<file path="src/rtl/risc_control_unit.sv">
// Instruction sequencer: latches one instruction per handshake, steps T1..T3.
// Optional CTRL_ILLEGAL_TRAP_EN: undefined ops trap in TRAP until reset.
module risc_control_unit #(
    parameter int INSTR_W  = 24,
    parameter int NUM_REGS = 16
) (
    input  logic                  clk,
    input  logic                  reset,
    input  logic [INSTR_W-1:0]    instr,
    input  logic                  instr_valid,
    output logic                  instr_ready,
    output logic [INSTR_W-1:0]    func,
    output logic [NUM_REGS+2:0]   reg_sig,
    output logic [NUM_REGS+2:0]   tri_sig,
    output logic                  done,
    output logic                  pc_inc,
    output logic                  illegal
);

    localparam int G_IDX   = NUM_REGS;
    localparam int A_IDX   = NUM_REGS + 1;
    localparam int IMM_IDX = NUM_REGS + 1;
    localparam int PC_IDX  = NUM_REGS + 2;

`ifdef CTRL_ILLEGAL_TRAP_EN
    typedef enum logic [2:0] {IDLE, T1, T2, T3, TRAP} state_t;
`else
    typedef enum logic [2:0] {IDLE, T1, T2, T3} state_t;
`endif

    state_t state_q, state_d;
    logic [INSTR_W-1:0] ir;

    logic [3:0] op, rx, ry;
    logic is_ldi, is_mov, is_stpc, is_alu;

    assign op = ir[23:20];
    assign rx = ir[19:16];
    assign ry = ir[15:12];

    assign is_ldi  = (op == 4'd0);
    assign is_mov  = (op == 4'd1);
    assign is_stpc = (op == 4'd2);
    assign is_alu  = (op >= 4'd3) && (op <= 4'd9);

    assign func = ir;

    always_ff @(posedge clk) begin
        if (!reset) begin
            state_q <= IDLE;
            ir      <= '0;
        end else begin
            state_q <= state_d;
            if (state_q == IDLE && instr_valid)
                ir <= instr;
        end
    end

    always_comb begin
        state_d     = state_q;
        instr_ready = 1'b0;
        reg_sig     = '0;
        tri_sig     = '0;
        done        = 1'b0;
        pc_inc      = 1'b0;
        illegal     = 1'b0;
        unique case (state_q)
            IDLE: begin
                instr_ready = 1'b1;
                if (instr_valid)
                    state_d = T1;
            end
            T1: begin
                pc_inc = 1'b1;
                unique case (1'b1)
                    is_ldi: begin
                        tri_sig[IMM_IDX] = 1'b1;
                        reg_sig[rx]      = 1'b1;
                        done             = 1'b1;
                        state_d          = IDLE;
                    end
                    is_mov: begin
                        tri_sig[ry] = 1'b1;
                        reg_sig[rx] = 1'b1;
                        done        = 1'b1;
                        state_d     = IDLE;
                    end
                    is_stpc: begin
                        tri_sig[PC_IDX] = 1'b1;
                        reg_sig[rx]     = 1'b1;
                        done            = 1'b1;
                        state_d         = IDLE;
                    end
                    is_alu: begin
                        tri_sig[rx]    = 1'b1;
                        reg_sig[A_IDX] = 1'b1;
                        state_d        = T2;
                    end
                    default: begin
`ifdef CTRL_ILLEGAL_TRAP_EN
                        illegal = 1'b1;
                        state_d = TRAP;
`else
                        done    = 1'b1;
                        state_d = IDLE;
`endif
                    end
                endcase
            end
            T2: begin
                // ry is a don't-care for NOT/SHL but is still driven
                tri_sig[ry]    = 1'b1;
                reg_sig[G_IDX] = 1'b1;
                state_d        = T3;
            end
            T3: begin
                tri_sig[G_IDX] = 1'b1;
                reg_sig[rx]    = 1'b1;
                done           = 1'b1;
                state_d        = IDLE;
            end
`ifdef CTRL_ILLEGAL_TRAP_EN
            TRAP: begin
                illegal = 1'b1;
            end
`endif
            default: begin
                state_d = IDLE;
            end
        endcase
    end

endmodule
</file>
<file path="config.mk">
export PLATFORM = sky130hd
export DESIGN_NAME = risc_control_unit
export DESIGN_NICKNAME = d
export VERILOG_FILES = /design/src/rtl/risc_control_unit.sv
export SDC_FILE = /design/constraint.sdc
export NUM_CORES = 1
export LEC_CHECK = 0
export CORE_UTILIZATION = 36
export CTS_BUF_LIST = sky130_fd_sc_hd__clkbuf_8
export DETAILED_ROUTE_END_ITERATION = 16
export PLACE_DENSITY = 0.86
export SLEW_MARGIN = 10
export SYNTH_ARGS = -nofsm -noshare
export SYNTH_HDL_FRONTEND = slang
export SYNTH_SLANG_ARGS = --single-unit
</file>
<file path="constraint.sdc">
create_clock -name clk -period 1.66 [get_ports clk]
set_input_delay 0.332 -clock clk [delete_from_list [all_inputs] [get_ports clk]]
set_output_delay 0.332 -clock clk [all_outputs]
set_load 0.03 [all_outputs]
</file>
==> key figures, run 1 <==
Power and ir drop
  – Leak: 1.578 nW
  – Pwr/cell area: 544.6 nW/um^2
  – VDD IR-drop max: ~630 uV
  – Total power: 1.994 mW

Yosys
  – Syn_area_per_cell: between 7 and 8 um^2
  – Synth Instances: approximately 210
  – Post-Synth Simple-Gate Area: 32.49%
  – Top_reg_cell synth: dfxtp_1
  – Yosys warning count: 0
  – Post-Syn Area: between 1500 and 2000 um^2
  – Post-synthesis xor/xnor area fraction: 0%
  – Sequential share of the synthesized area: 31.88%
  – Main combinational cell family by area after synthesis: simple AND/OR/NAND/NOR gates
  – EDFF count, synth: 0
  – Yosys reg bits: 26
  – Complex-gate fraction of the synthesized area: approximately 25%
  – Synth Area in Adders: 3.831%
  – Synth unique cells: 38
  – Post-synth ARST share: 0%
  – Mux share of post-synthesis cell area: 0%

Finish
  – Final nets: 394
  – Ant. Diodes: 0
  – Commonest non-fill, non-tap cell in the layout: buf_4
  – Fill cells: 231
  – Most frequent cells in the layout: buf_4 (69), nand2_1 (58), clkdlybuf4s50_1 (36)
  – Layout cells sized above 1: 48.75%
  – P&R area growth vs syn: 124.3%

GRT
  – Initial antenna violation count: 0
  – Global-route wire length before repair: 12,400 um
  – Overall Global Routing Usage: 32.13%
  – Largest net degree at the start of global routing: 25
  – Number of global-route vias before repair: between 2,000 and 2,500
  – Congestion Overflow GR: 0

Floorplan
  – Core area: about 4400 um^2
  – I/O Pins: 93
  – Die height: 69.35 um
  – Die Area: 4809 um^2
  – Row count: 24
  – Initial core utilization: a little under two fifths
  – Die W: 69.35 um

Routing
  – Detailed Route WL: slightly below 8000 um
  – 1st-iter DRT viols: roughly 160
  – DRC errors left: 0
  – Vias: approximately 2,300
  – DR vias/cell: 5.683
  – Routed WL per cell: approximately 19 um
  – Routed Antenna Nets: 0
  – DRT Pass-1 Iters: 4

Timing
  – Max Fclk: 445.9 MHz
  – RSZ-0062 raised after global routing: yes
  – Final worst path period need: 2.243 ns
  – Final Cycle Share: 135.1%
  – Final hold vios: 0
  – Slew Limit Fails: 0
  – # setup viols final: 37
  – Final Skew: between 0.002 and 0.003 ns
  – Final WS setup: -0.5826 ns
  – Worst hold slack: 0.4721 ns

Worst setup path
  – Crit Path Max Fanout: 6
  – CP top delay family: buffers and inverters
  – Worst path slowest cell: nor4bb_4
  – CP Launch Type: flip-flop
  – Critical path arrival: 1.91 ns
  – Max incr delay on CP: 0.39 ns
  – Req. time, crit path: 1.33 ns
  – Buf/Inv on CP: 3
  – CP Class: reg -> out
  – Setup crit end kind: primary output
  – Worst-path cell chain: inv_2, ha_4, buf_4, nor4bb_4, a32oi_4, o22ai_2, buf_6

Clock tree
  – CTS tree: built
  – TritonCTS Buffers: 3
  – Clk_lat worst skew: 0.28 ns
  – Max Root-Sink Buffers: 2
  – Clock sink total: 26
  – H-tree Lvls: 1
  – Clock Tree Root: clkbuf_8
  – Clock Pin Slew Worst Setup and Hold Paths: roughly 0.09 ns

Worst hold path
  – HP Class: reg -> reg

Placement
  – PortBufs: 90
  – Hpwl dp: 4535 um
  – RD Place Congestion: 0.8844

Flow run
  – Max Cap Viol: 0

Status
  – Failing checks: negative setup slack
  – Status: complete, but fails checks
-- cell usage after synthesis, types with 2 or more instances --
cell	n	area share, %
nand3_1	2	0.61
and3b_1	2	1.1
buf_1	3	0.69
a32oi_1	6	3.2
buf_4	2	0.92
nor4bb_1	2	1.2
and4b_1	2	1.2
o22ai_1	16	6.1
a31o_2	2	1.1
a21oi_1	2	0.61
clkbuf_1	5	1.1
nor3b_1	2	0.92
nand2_1	58	13
buf_2	5	1.5
a21boi_0	24	11
nor3_1	12	3.7
nor4_1	3	1.1
nand2b_1	4	1.5
inv_1	6	1.4
dfxtp_1	26	32
ha_1	5	3.8
nor2_1	5	1.1
nand3b_1	4	1.8
a41oi_1	2	1.1
-- kinds of logic (layout without fill, tap and decap cells) --
logic type / Yosys count / in the layout
and+or+nand+nor: 104 / 104
AOI/OAI and AO/OA: 56 / 56
DFF: 26 / 26
buffers and inverters: 22 / 168
adders and majority gates: 5 / 5
other: 1 / 2
-- final cells by class --
| cell class | count | area (um^2) | share of cell area, % |
|---|---|---|---|
| well taps | 52 | 65.06 | 1.777 |
| clock buffers | 4 | 55.05 | 1.503 |
| flip-flops and latches | 26 | 534.3 | 14.59 |
| repair buffers | 158 | 1488 | 40.62 |
| multi-input cells | 167 | 1498 | 40.90 |
| inverters | 6 | 22.52 | 0.6150 |
-- where the power goes --
group	switching [mW]	internal (mW)
logic	0.477	0.389
registers	0.0463	0.666
clock network	0.203	0.213
-- worst paths after layout --
| path | startpoint | end | slack (ns) | cells past startpoint |
|---|---|---|---|---|
| max | state_q[1] | tri_sig[5] | -0.58 | 7 |
| min reg2reg | func[9] | func[9] | 0.47 | 2 |
| max reg2reg | state_q[1] | state_q[1] | -0.17 | 9 |
| min | func[9] | func[9] | 0.47 | 2 |
-- timing repair --
action | 4_1_cts | 5_1_grt
pin swaps | 16 | 11
setup buffers | 7 | 3
hold buffers | 0 | 0
setup endpoints to repair | 46 | 42
gates resized for setup | 79 | 26
-- flip-flops by register name, indices dropped and copies added, names as in the netlist --
| name | count |
|---|---|
| func | 24 |
| state_q | 2 |
-- worst register-to-register path: stages (launching register included) --
cell and delay (ns):
dfxtp_2 0.35, inv_2 0.06, ha_4 0.17, and4bb_2 0.27
buf_6 0.14, buf_4 0.13, a31o_4 0.22, buf_4 0.14
buf_6 0.10, a41o_1 0.16
-- per-layer routing --
layer | GRT usage (%) | share of wire, %
met3 | 3.779 | 6.2
met2 | 59.01 | 52
met5 | 0 | 0
met4 | 16.10 | 5.1
met1 | 36.28 | 37
-- metrics by stage --
step                      setup slack (ns)  instance area [um^2]  std cells  TNS (ns)  utilization, %
after floorplan                    -0.4721                  1994        215    -8.930               -
after global placement             -0.5542                  3266        400    -10.36           75.00
after detailed placement           -0.5890                  3266        400    -11.04           75.00
after CTS                          -0.5210                  3556        411    -16.46           81.67
after global routing               -0.6588                  3662        413    -20.37           84.11
final                              -0.5826                  3662        413    -17.40           84.11
(Power assumes the default switching activity.)
==> run 2, diff against run 1 <==
--- a/config.mk
+++ b/config.mk
@@ -5,11 +5,13 @@
 export SDC_FILE = /design/constraint.sdc
 export NUM_CORES = 1
 export LEC_CHECK = 0
+export ABC_AREA = 1
 export CORE_UTILIZATION = 36
 export CTS_BUF_LIST = sky130_fd_sc_hd__clkbuf_8
 export DETAILED_ROUTE_END_ITERATION = 16
+export HOLD_SLACK_MARGIN = 0.06
 export PLACE_DENSITY = 0.86
-export SLEW_MARGIN = 10
+export SLEW_MARGIN = 20
 export SYNTH_ARGS = -nofsm -noshare
 export SYNTH_HDL_FRONTEND = slang
 export SYNTH_SLANG_ARGS = --single-unit
==> key figures, run 2 <==
Finish
  – Ant. Diodes: 0
  – FF/Latch Area: 535.5 um^2
  – Max FFs per register: 24
  – Fill cells: between 200 and 300
  – Util after Layout: 80.65%
  – P&R area growth vs syn: 113.0%
  – Commonest non-fill, non-tap cell in the layout: nor2_1
  – Layout cells sized above 1: 42.44%
  – Most frequent cells in the layout: nor2_1 (63), buf_6 (34), clkdlybuf4s50_1 (31)
  – Final nets: 411
  – Footprint of the multi-input gates: around 1500 um^2

Timing
  – Final worst path period need: 1.994 ns
  – Slew Limit Fails: 0
  – # setup viols final: 35
  – Max Fclk: ~500 MHz
  – Final hold vios: 0
  – Final Skew: between 0.006 and 0.007 ns
  – Final Cycle Share: 120.1%
  – RSZ-0062 raised after global routing: yes
  – Final WS setup: -0.3342 ns

Floorplan
  – I/O Pins: 93
  – Row count: 24
  – Core area: roughly 4400 um^2
  – Die Area: 4887 um^2
  – Initial core utilization: 37.87%
  – Die height: roughly 70 um
  – Die W: 69.91 um

Yosys
  – Synth unique cells: 24
  – EDFF count, synth: 0
  – Top_reg_cell synth: dfxtp_1
  – Post-Syn Area: 1660 um^2
  – Post-synthesis xor/xnor area fraction: 0%
  – Yosys warning count: 0
  – Synth top area cells: dfxtp_1 (31%), nor2_1 (14%), nand2_1 (9.0%)
  – Synth Instances: 265
  – Yosys reg bits: 26
  – Syn_area_per_cell: 6.265 um^2
  – Sequential share of the synthesized area: 31.35%
  – Synth Area in Adders: roughly 3.8%
  – Commonest cells post-synth: nor2_1 (64), nand2_1 (40), a21oi_1 (26), dfxtp_1 (26), o21ai_0 (25)
  – Mux share of post-synthesis cell area: 0%
  – Post-Synth Simple-Gate Area: 38.13%
  – Area leader, netlist: dfxtp_1
  – Post-synth ARST share: 0%
  – Count leader, synth: nor2_1
  – Yosys top cell area share: 31.35%
  – Main combinational cell family by area after synthesis: simple AND/OR/NAND/NOR gates
  – Complex-gate fraction of the synthesized area: between 10% and 20%

GRT
  – Largest net degree at the start of global routing: 23
  – Initial antenna violation count: 0
  – Global-route wire length before repair: approximately 10,000 um
  – Overall Global Routing Usage: a little over a quarter
  – Congestion Overflow GR: 0
  – Number of global-route vias before repair: 2,201

Power and ir drop
  – VDD IR-drop max: 791.2 uV
  – Leak: 1.560 nW
  – Total power: 3.063 mW
  – Pwr/cell area: just under 900 nW/um^2

Worst setup path
  – Flop2flop setup slack: 0.18 ns
  – CP Class: reg -> out
  – Number of cells on the critical path: 9
  – Crit Path Max Fanout: 8
  – Max incr delay on CP: 0.34 ns
  – Critical path arrival: ~1.7 ns
  – Worst-path cell chain: inv_2, ha_4, nand2_2, inv_2, nand3_4, nand2_8, nand2_2, a21oi_4, buf_6
  – Setup crit end kind: primary output
  – CP Launch Type: flip-flop
  – CP top delay family: simple AND/OR/NAND/NOR gates
  – Req. time, crit path: 1.33 ns
  – Worst path slowest cell: dfxtp_2
  – R2R cell count: 7
  – Buf/Inv on CP: 3

Clock tree
  – Hold_buf cts: 0
  – Max Root-Sink Buffers: 2
  – H-tree Lvls: 1
  – Clock Pin Slew Worst Setup and Hold Paths: approximately 0.090 ns
  – Clock Tree Root: clkbuf_8
  – Clk_lat worst skew: 0.27 ns
  – TritonCTS Buffers: 3
  – Clock sink total: 26
  – CTS tree: built

Routing
  – DRC errors left: 0
  – Vias: 2,302
  – Routed Antenna Nets: 0
  – DRT Pass-1 Iters: 6
  – 1st-iter DRT viols: ~270
  – Detailed Route WL: 6631 um
  – DR vias/cell: 5.366
  – Routed WL per cell: 15.46 um

Placement
  – RD Place Congestion: 0.8256
  – PortBufs: 90
  – Hpwl dp: 4593 um

Worst hold path
  – WHS Path Cells: 2
  – HP Class: reg -> reg

Status
  – Status: complete, but fails checks
  – Failing checks: negative setup slack

Flow run
  – Max Cap Viol: 0
run 2: report_power, final:
group	leakage [nW]	switching [mW]	total, mW	internal [mW]
Combinational	1.32	1.16	1.90	0.735
Sequential	0.218	0.0852	0.809	0.724
Clock	0.0216	0.195	0.358	0.163
Total	1.56	1.44	3.06	1.62
run 2: final cells by class:
type | instances | share of cell area [%]
inverter | 20 | 2.442
multi-input combinational | 206 | 43.03
tap | 52 | 1.840
sequential | 26 | 15.15
timing repair buffer | 122 | 36.38
clock buffer | 3 | 1.168
run 2: final timing paths:
check | endpoint | from
min | func[6] | func[6]
min reg2reg | func[6] | func[6]
max | tri_sig[13] | state_q[1]
max reg2reg | func[15] | state_q[1]
run 2: layer usage:
metal | part of all wire, % | routed length (um) | GRT usage, %
met2 | 54 | 3548 | 52.56
met1 | 36 | 2406 | 28.75
met4 | 2.9 | 189 | 9.333
met5 | 0 | 0 | 0
met3 | 7.4 | 488 | 4.473
run 2: through the flow:
step	setup TNS [ns]	setup WS, ns	area, um^2	hold WS, ns	cells
after floorplan	-3.385	-0.1788	2061	0.4704	266
after global placement	-0.7507	-0.06159	3108	0.4606	422
after detailed placement	-1.336	-0.1106	3108	0.4748	422
after CTS	-8.973	-0.2921	3416	0.4900	429
after global routing	-11.64	-0.3822	3536	0.5156	429
final	-9.565	-0.3342	3536	0.4857	429
run 2: worst min-delay path, stage by stage (launching register included):
cell     delay, ns
dfxtp_1       0.33
nor2_1        0.04
nor2_1        0.08
run 2: cells by family (layout without fill, tap and decap cells):
family | after synthesis | after routing
AND/OR/NAND/NOR | 144 | 145
flip-flops | 26 | 26
adder cells (fa/ha/maj) | 5 | 5
other | 1 | 2
AO/OA/AOI/OAI | 54 | 54
buffers and inverters | 35 | 145
run 2: what timing repair did:
item / in CTS / in global routing
cloned: 2 / 0
setup buffers: 2 / 0
resized for setup: 71 / 31
setup endpoints to repair: 46 / 45
pin swaps: 6 / 7
